## src/rtl/can_tx_arbiter.sv

```systemverilog
// Round-robin arbiter sharing one 32-bit CAN transmit port among NREQ requesters.
// Optional hold timeout with drop pulse is enabled by defining CAN_TX_ARB_TIMEOUT_EN.
module can_tx_arbiter #(
  parameter int unsigned NREQ    = 4,
  parameter int unsigned TIMEOUT = 50000000
) (
  input  logic                     clk,
  input  logic                     rstn,
  input  logic [NREQ-1:0]          req_valid,
  output logic [NREQ-1:0]          req_ready,
  input  logic [32*NREQ-1:0]       req_data,
  output logic                     can_tx_valid,
  input  logic                     can_tx_ready,
  output logic [31:0]              can_tx_data,
  output logic [$clog2(NREQ)-1:0]  grant_id,
  output logic                     busy,
  output logic                     drop
);

  localparam int unsigned IDW = $clog2(NREQ);

  localparam logic [0:0] IDLE = 1'b0;
  localparam logic [0:0] HOLD = 1'b1;

  logic [0:0]     state;
  logic [0:0]     state_nxt;
  logic [IDW-1:0] last;
  logic [IDW-1:0] sel;
  logic [IDW-1:0] cand;
  logic           any;
  logic           grant;
  logic           expire;

  // Pick the first valid requester after the last granted one, wrapping around.
  // Scanning from the far end lets the nearest candidate overwrite the others.
  always_comb begin
    sel  = '0;
    any  = 1'b0;
    cand = '0;
    for (int k = int'(NREQ); k > 0; k--) begin
      cand = IDW'((int'(last) + k) % int'(NREQ));
      if (req_valid[cand]) begin
        sel = cand;
        any = 1'b1;
      end
    end
  end

  assign grant = (state == IDLE) && any;

  always_comb begin
    req_ready = '0;
    if (rstn && grant) begin
      req_ready[sel] = 1'b1;
    end
  end

`ifdef CAN_TX_ARB_TIMEOUT_EN
  logic [31:0] cnt;

  // Counts HOLD cycles; held at zero in IDLE so it starts from zero on each grant.
  always_ff @(posedge clk or negedge rstn) begin
    if (!rstn) begin
      cnt <= '0;
    end else if (state == IDLE) begin
      cnt <= '0;
    end else begin
      cnt <= cnt + 32'd1;
    end
  end

  // A handshake in the expiry cycle takes precedence over the discard.
  assign expire = (state == HOLD) && (cnt == 32'(TIMEOUT - 1)) && !can_tx_ready;

  always_ff @(posedge clk or negedge rstn) begin
    if (!rstn) begin
      drop <= 1'b0;
    end else begin
      drop <= expire;
    end
  end
`else
  assign expire = 1'b0;
  assign drop   = 1'b0;
`endif

  always_ff @(posedge clk or negedge rstn) begin
    if (!rstn) begin
      state <= IDLE;
    end else begin
      state <= state_nxt;
    end
  end

  always_comb begin
    state_nxt = state;
    case (state)
      IDLE: begin
        if (any) begin
          state_nxt = HOLD;
        end
      end
      HOLD: begin
        if (can_tx_ready || expire) begin
          state_nxt = IDLE;
        end
      end
      default: state_nxt = IDLE;
    endcase
  end

  // Latch the granted word; it stays untouched for the whole HOLD.
  always_ff @(posedge clk or negedge rstn) begin
    if (!rstn) begin
      can_tx_data <= '0;
      grant_id    <= '0;
      last        <= IDW'(NREQ - 1);
    end else if (grant) begin
      can_tx_data <= req_data[32*sel +: 32];
      grant_id    <= sel;
      last        <= sel;
    end
  end

  assign can_tx_valid = (state == HOLD);
  assign busy         = (state == HOLD);

endmodule

```

## config.mk

```make
export PLATFORM = sky130hd
export DESIGN_NAME = can_tx_arbiter
export DESIGN_NICKNAME = d
export VERILOG_FILES = /design/src/rtl/can_tx_arbiter.sv
export SDC_FILE = /design/constraint.sdc
export NUM_CORES = 1
export LEC_CHECK = 0
export CAP_MARGIN = 10
export CORE_MARGIN = 8
export CORE_UTILIZATION = 34
export CTS_CLUSTER_DIAMETER = 80
export DETAILED_ROUTE_END_ITERATION = 10
export GPL_ROUTABILITY_DRIVEN = 0
export PLACE_DENSITY = 0.91
export SETUP_SLACK_MARGIN = 0.5
export SYNTH_ARGS = -nofsm -noshare
export SYNTH_HDL_FRONTEND = slang
export SYNTH_SLANG_ARGS = --single-unit
```

## constraint.sdc

```tcl
create_clock -name clk -period 2.4 [get_ports clk]
set_input_delay 0.48 -clock clk [delete_from_list [all_inputs] [get_ports clk]]
set_output_delay 0.48 -clock clk [all_outputs]
set_load 0.05 [all_outputs]
```

==> reports/qor.tcl <==
set qor(cts.path.max_buffers) 2
set qor(globalRouteOverflowTotal) 0
set qor(timing.critical_path.required_ns) 1.92
set qor(synth_area_in_compound_gates_pct) 14.5
set qor(nFillCells) 542
set qor(worstSetupEndpointType) {output port}
set qor(final_common_cell) {sky130_fd_sc_hd__clkdlybuf4s50_1}
set qor(start_util_pct) 34.5
set qor(clkLatencyLatePin_ns) 0.28
set qor(boundaryPins) 176
set qor(vdd_drop_max_uv) 659
set qor(netlist_area_um2) 2290
set qor(ys_async_sr_fraction_pct) 100
set qor(global_route.usage.total_pct) 19.8
set qor(fp-row-count) 30
set qor(core_area_um2) 6640
set qor(reg2reg_to) {can_tx_data[6]}
set qor(p_leak_nw) 2.10
set qor(post_synthesis_net_count) 358
set qor(grt_start_max_net_pins) 38
set qor(drt-pass1-iter-count) 4
set qor(pre_cts_setup_slack_ns) -0.109
set qor(synth_seq_cells) 37
set qor(antenna_left) 0
set qor(clock.fmax_mhz) 441
set qor(critical_path_arrival_ns) 1.79
set qor(r2r-start) {last[1]}
set qor(timing_hold_violations_final) 0
set qor(tritoncts.num_buffers) 5
set qor(synth-edff-count) 0
set qor(grt_antenna_before_repair) 0
set qor(synth_fa_ha_area_share_pct) 0
set qor(final.setup.worst_slack_ns) 0.130
set qor(mostFrequentLayoutCells) {sky130_fd_sc_hd__clkdlybuf4s50_1, sky130_fd_sc_hd__mux2i_1, sky130_fd_sc_hd__nand2_1, sky130_fd_sc_hd__dlygate4sd2_1, sky130_fd_sc_hd__dfrtp_1}
set qor(first_global_vias) 2919
set qor(syn_to_final_growth_pct) 99.9
set qor(detailroute.via_count) 2572
set qor(post_route_cells_drive_above_1_share_pct) 14.2
set qor(main_combinational_cell_family_by_area_after_synthesis) {multiplexers}
set qor(synthesized_area_fraction_occupied_by_and_or_nand_nor_cells_pct) 9.94
set qor(cp_max_fo) 5
set qor(maxCapViolations) 0
set qor(finalWorstPathRequiredPeriod_ns) 2.27
set qor(setup-violations-final) 0
set qor(skew_ns) 0.00510
set qor(startpoint_type) {flop}
set qor(final_worst_path_cycle_share_pct) 94.6
set qor(detail_route.wirelength_mm) 9.98
set qor(hold_path.class) {input pin to async pin}
set qor(chipWidth_um) 98.1
set qor(fp.dieArea_um2) 9620
set qor(syn_area_per_cell_um2) 10.3
set qor(fin_nets) 543
set qor(synth_top_flop_cell) {sky130_fd_sc_hd__dfrtp_1}
set qor(htree_num_levels) 2
set qor(antenna_cells) 0
set qor(numPlacedInstances) 467
set qor(critical_path.startpoint) {last[1]}
set qor(grt_first_pass_wirelength_mm) 15.1
set qor(remaining_drc_errors) 0
set qor(cts-root-buf) {sky130_fd_sc_hd__clkbuf_8}
set qor(final-max-slew-violation-count) 0
set qor(worstSetupPathType) {flop to output port}
set qor(tritoncts) {built}
set qor(reg2reg_depth) 9
set qor(clock_sink_count) 37
set qor(worst-slew-pin-transition_ns) 0.550
set qor(dieHeight_um) 98.1
set qor(max_slew_margin_pct) 63.5
set qor(clk_pin_slew_ns) 0.07
set qor(worst_hold_slack_ns) 0.321
set qor(power-per-cell-area_nw_per_um2) 1200
set qor(synth_cells) 223
set qor(port-buffer-count) 174
set qor(viasPerCell) 5.27
set qor(finish.cell_count_without_fillers) 488
set qor(synthMuxAreaShare_pct) 28.4
set qor(status) {finished clean}
set qor(cts.hold.buffers_added) 0
set qor(synth-warning-count) 0
set qor(rsz_0062_raised_after_global_routing) {true}
set qor(yosys.area_share.xor_xnor_pct) 0
set qor(number_of_different_library_cells_in_the_post_synthesis_netlist) 23
set qor(initial_detailed_routing_violation_count) 62
set qor(drt-wirelength-per-cell_um) 20.4
set qor(dp_hpwl_mm) 7.25
set qor(yosysSeqAreaShare_pct) 40.5
set qor(ff2ff_setup_slack_ns) 0.21
## worst max-delay path by stage
stage | to | slack [ns] | cells after the start
after global routing | req_ready[0] | 0.04 | 7
after floorplan | req_ready[0] | 0.25 | 9
after detailed placement | req_ready[3] | -0.11 | 7
after CTS | req_ready[3] | 0.06 | 7
final | req_ready[3] | 0.13 | 7
after global placement | req_ready[3] | -0.05 | 7
## sequential cells by signal (all words and copies together), names as in the netlist
name / flops
grant_id: 2
last: 2
can_tx_data: 32
busy: 1
## critical path, stage by stage, from the launching register on
cell and delay, ns:
sky130_fd_sc_hd__dfstp_2 0.57, sky130_fd_sc_hd__mux2i_1 0.20, sky130_fd_sc_hd__nor2_1 0.10, sky130_fd_sc_hd__nor3_4 0.16, sky130_fd_sc_hd__buf_12 0.14, sky130_fd_sc_hd__inv_4 0.04, sky130_fd_sc_hd__and3_4 0.17, sky130_fd_sc_hd__buf_12 0.14
## where the power goes
group | total [mW] | switching, mW | internal (mW) | leakage [nW]
logic | 3.93 | 2.32 | 1.62 | 1.60
clock network | 0.442 | 0.214 | 0.228 | 0.0443
registers | 1.12 | 0.169 | 0.949 | 0.450
total | 5.49 | 2.70 | 2.79 | 2.10
## cell type report
| class | instances | area (µm²) | share of cell area, % |
|---|---|---|---|
| clock buffers | 7 | 86.3 | 1.89 |
| well taps | 80 | 100 | 2.19 |
| repair buffers | 199 | 2120 | 46.4 |
| multi-input cells | 162 | 1330 | 29.0 |
| inverters | 3 | 13.8 | 0.301 |
| flip-flops and latches | 37 | 928 | 20.3 |
## timing repair
action | in CTS | in global routing
setup endpoints to repair | 72 | 38
cloned | 6 | 1
hold endpoints to repair | 0 | 0
pin swaps | 6 | 4
resized for setup | 52 | 12
buffers inserted | 7 | 0
## metrics by stage
stage	TNS (ns)	util (%)	cell area, µm²	power, mW
after floorplan	0	-	2320	3.48
after global placement	-0.0510	63.0	4180	4.62
after detailed placement	-0.452	63.0	4180	4.71
after CTS	0	67.7	4500	5.42
after global routing	0	68.9	4580	5.77
final	0	68.9	4580	5.49
## cell families (layout without fill, tap and decap cells)
kind of cell / Yosys count / in the layout
mux: 65 / 65
flops: 37 / 37
buf+inv: 24 / 209
other cells: 1 / 1
simple gates: 55 / 55
compound gates: 41 / 41
## cells in the mapped netlist (2+ instances only)
| cell type | count | area, µm² |
|---|---|---|
| sky130_fd_sc_hd__dfrtp_1 | 35 | 876 |
| sky130_fd_sc_hd__inv_1 | 3 | 11.3 |
| sky130_fd_sc_hd__mux2i_1 | 65 | 651 |
| sky130_fd_sc_hd__nand2_1 | 40 | 150 |
| sky130_fd_sc_hd__dfstp_2 | 2 | 52.6 |
| sky130_fd_sc_hd__and3_1 | 2 | 12.5 |
| sky130_fd_sc_hd__o221ai_1 | 32 | 280 |
| sky130_fd_sc_hd__buf_2 | 5 | 25.0 |
| sky130_fd_sc_hd__buf_4 | 8 | 60.1 |
| sky130_fd_sc_hd__clkbuf_1 | 6 | 22.5 |
| sky130_fd_sc_hd__a21oi_1 | 5 | 25.0 |
| sky130_fd_sc_hd__nor2_1 | 8 | 30.0 |
| sky130_fd_sc_hd__buf_8 | 2 | 30.0 |
## per-layer routing
metal / track usage (%) / wire length [µm] / up-vias
met5: 0 / 0 / -
met4: 4.80 / 189 / 0
met3: 6.33 / 673 / 14
met2: 39.3 / 5550 / 110
met1: 19.1 / 3560 / 1249
li1: - / - / 1199
(Power assumes the default switching activity.)
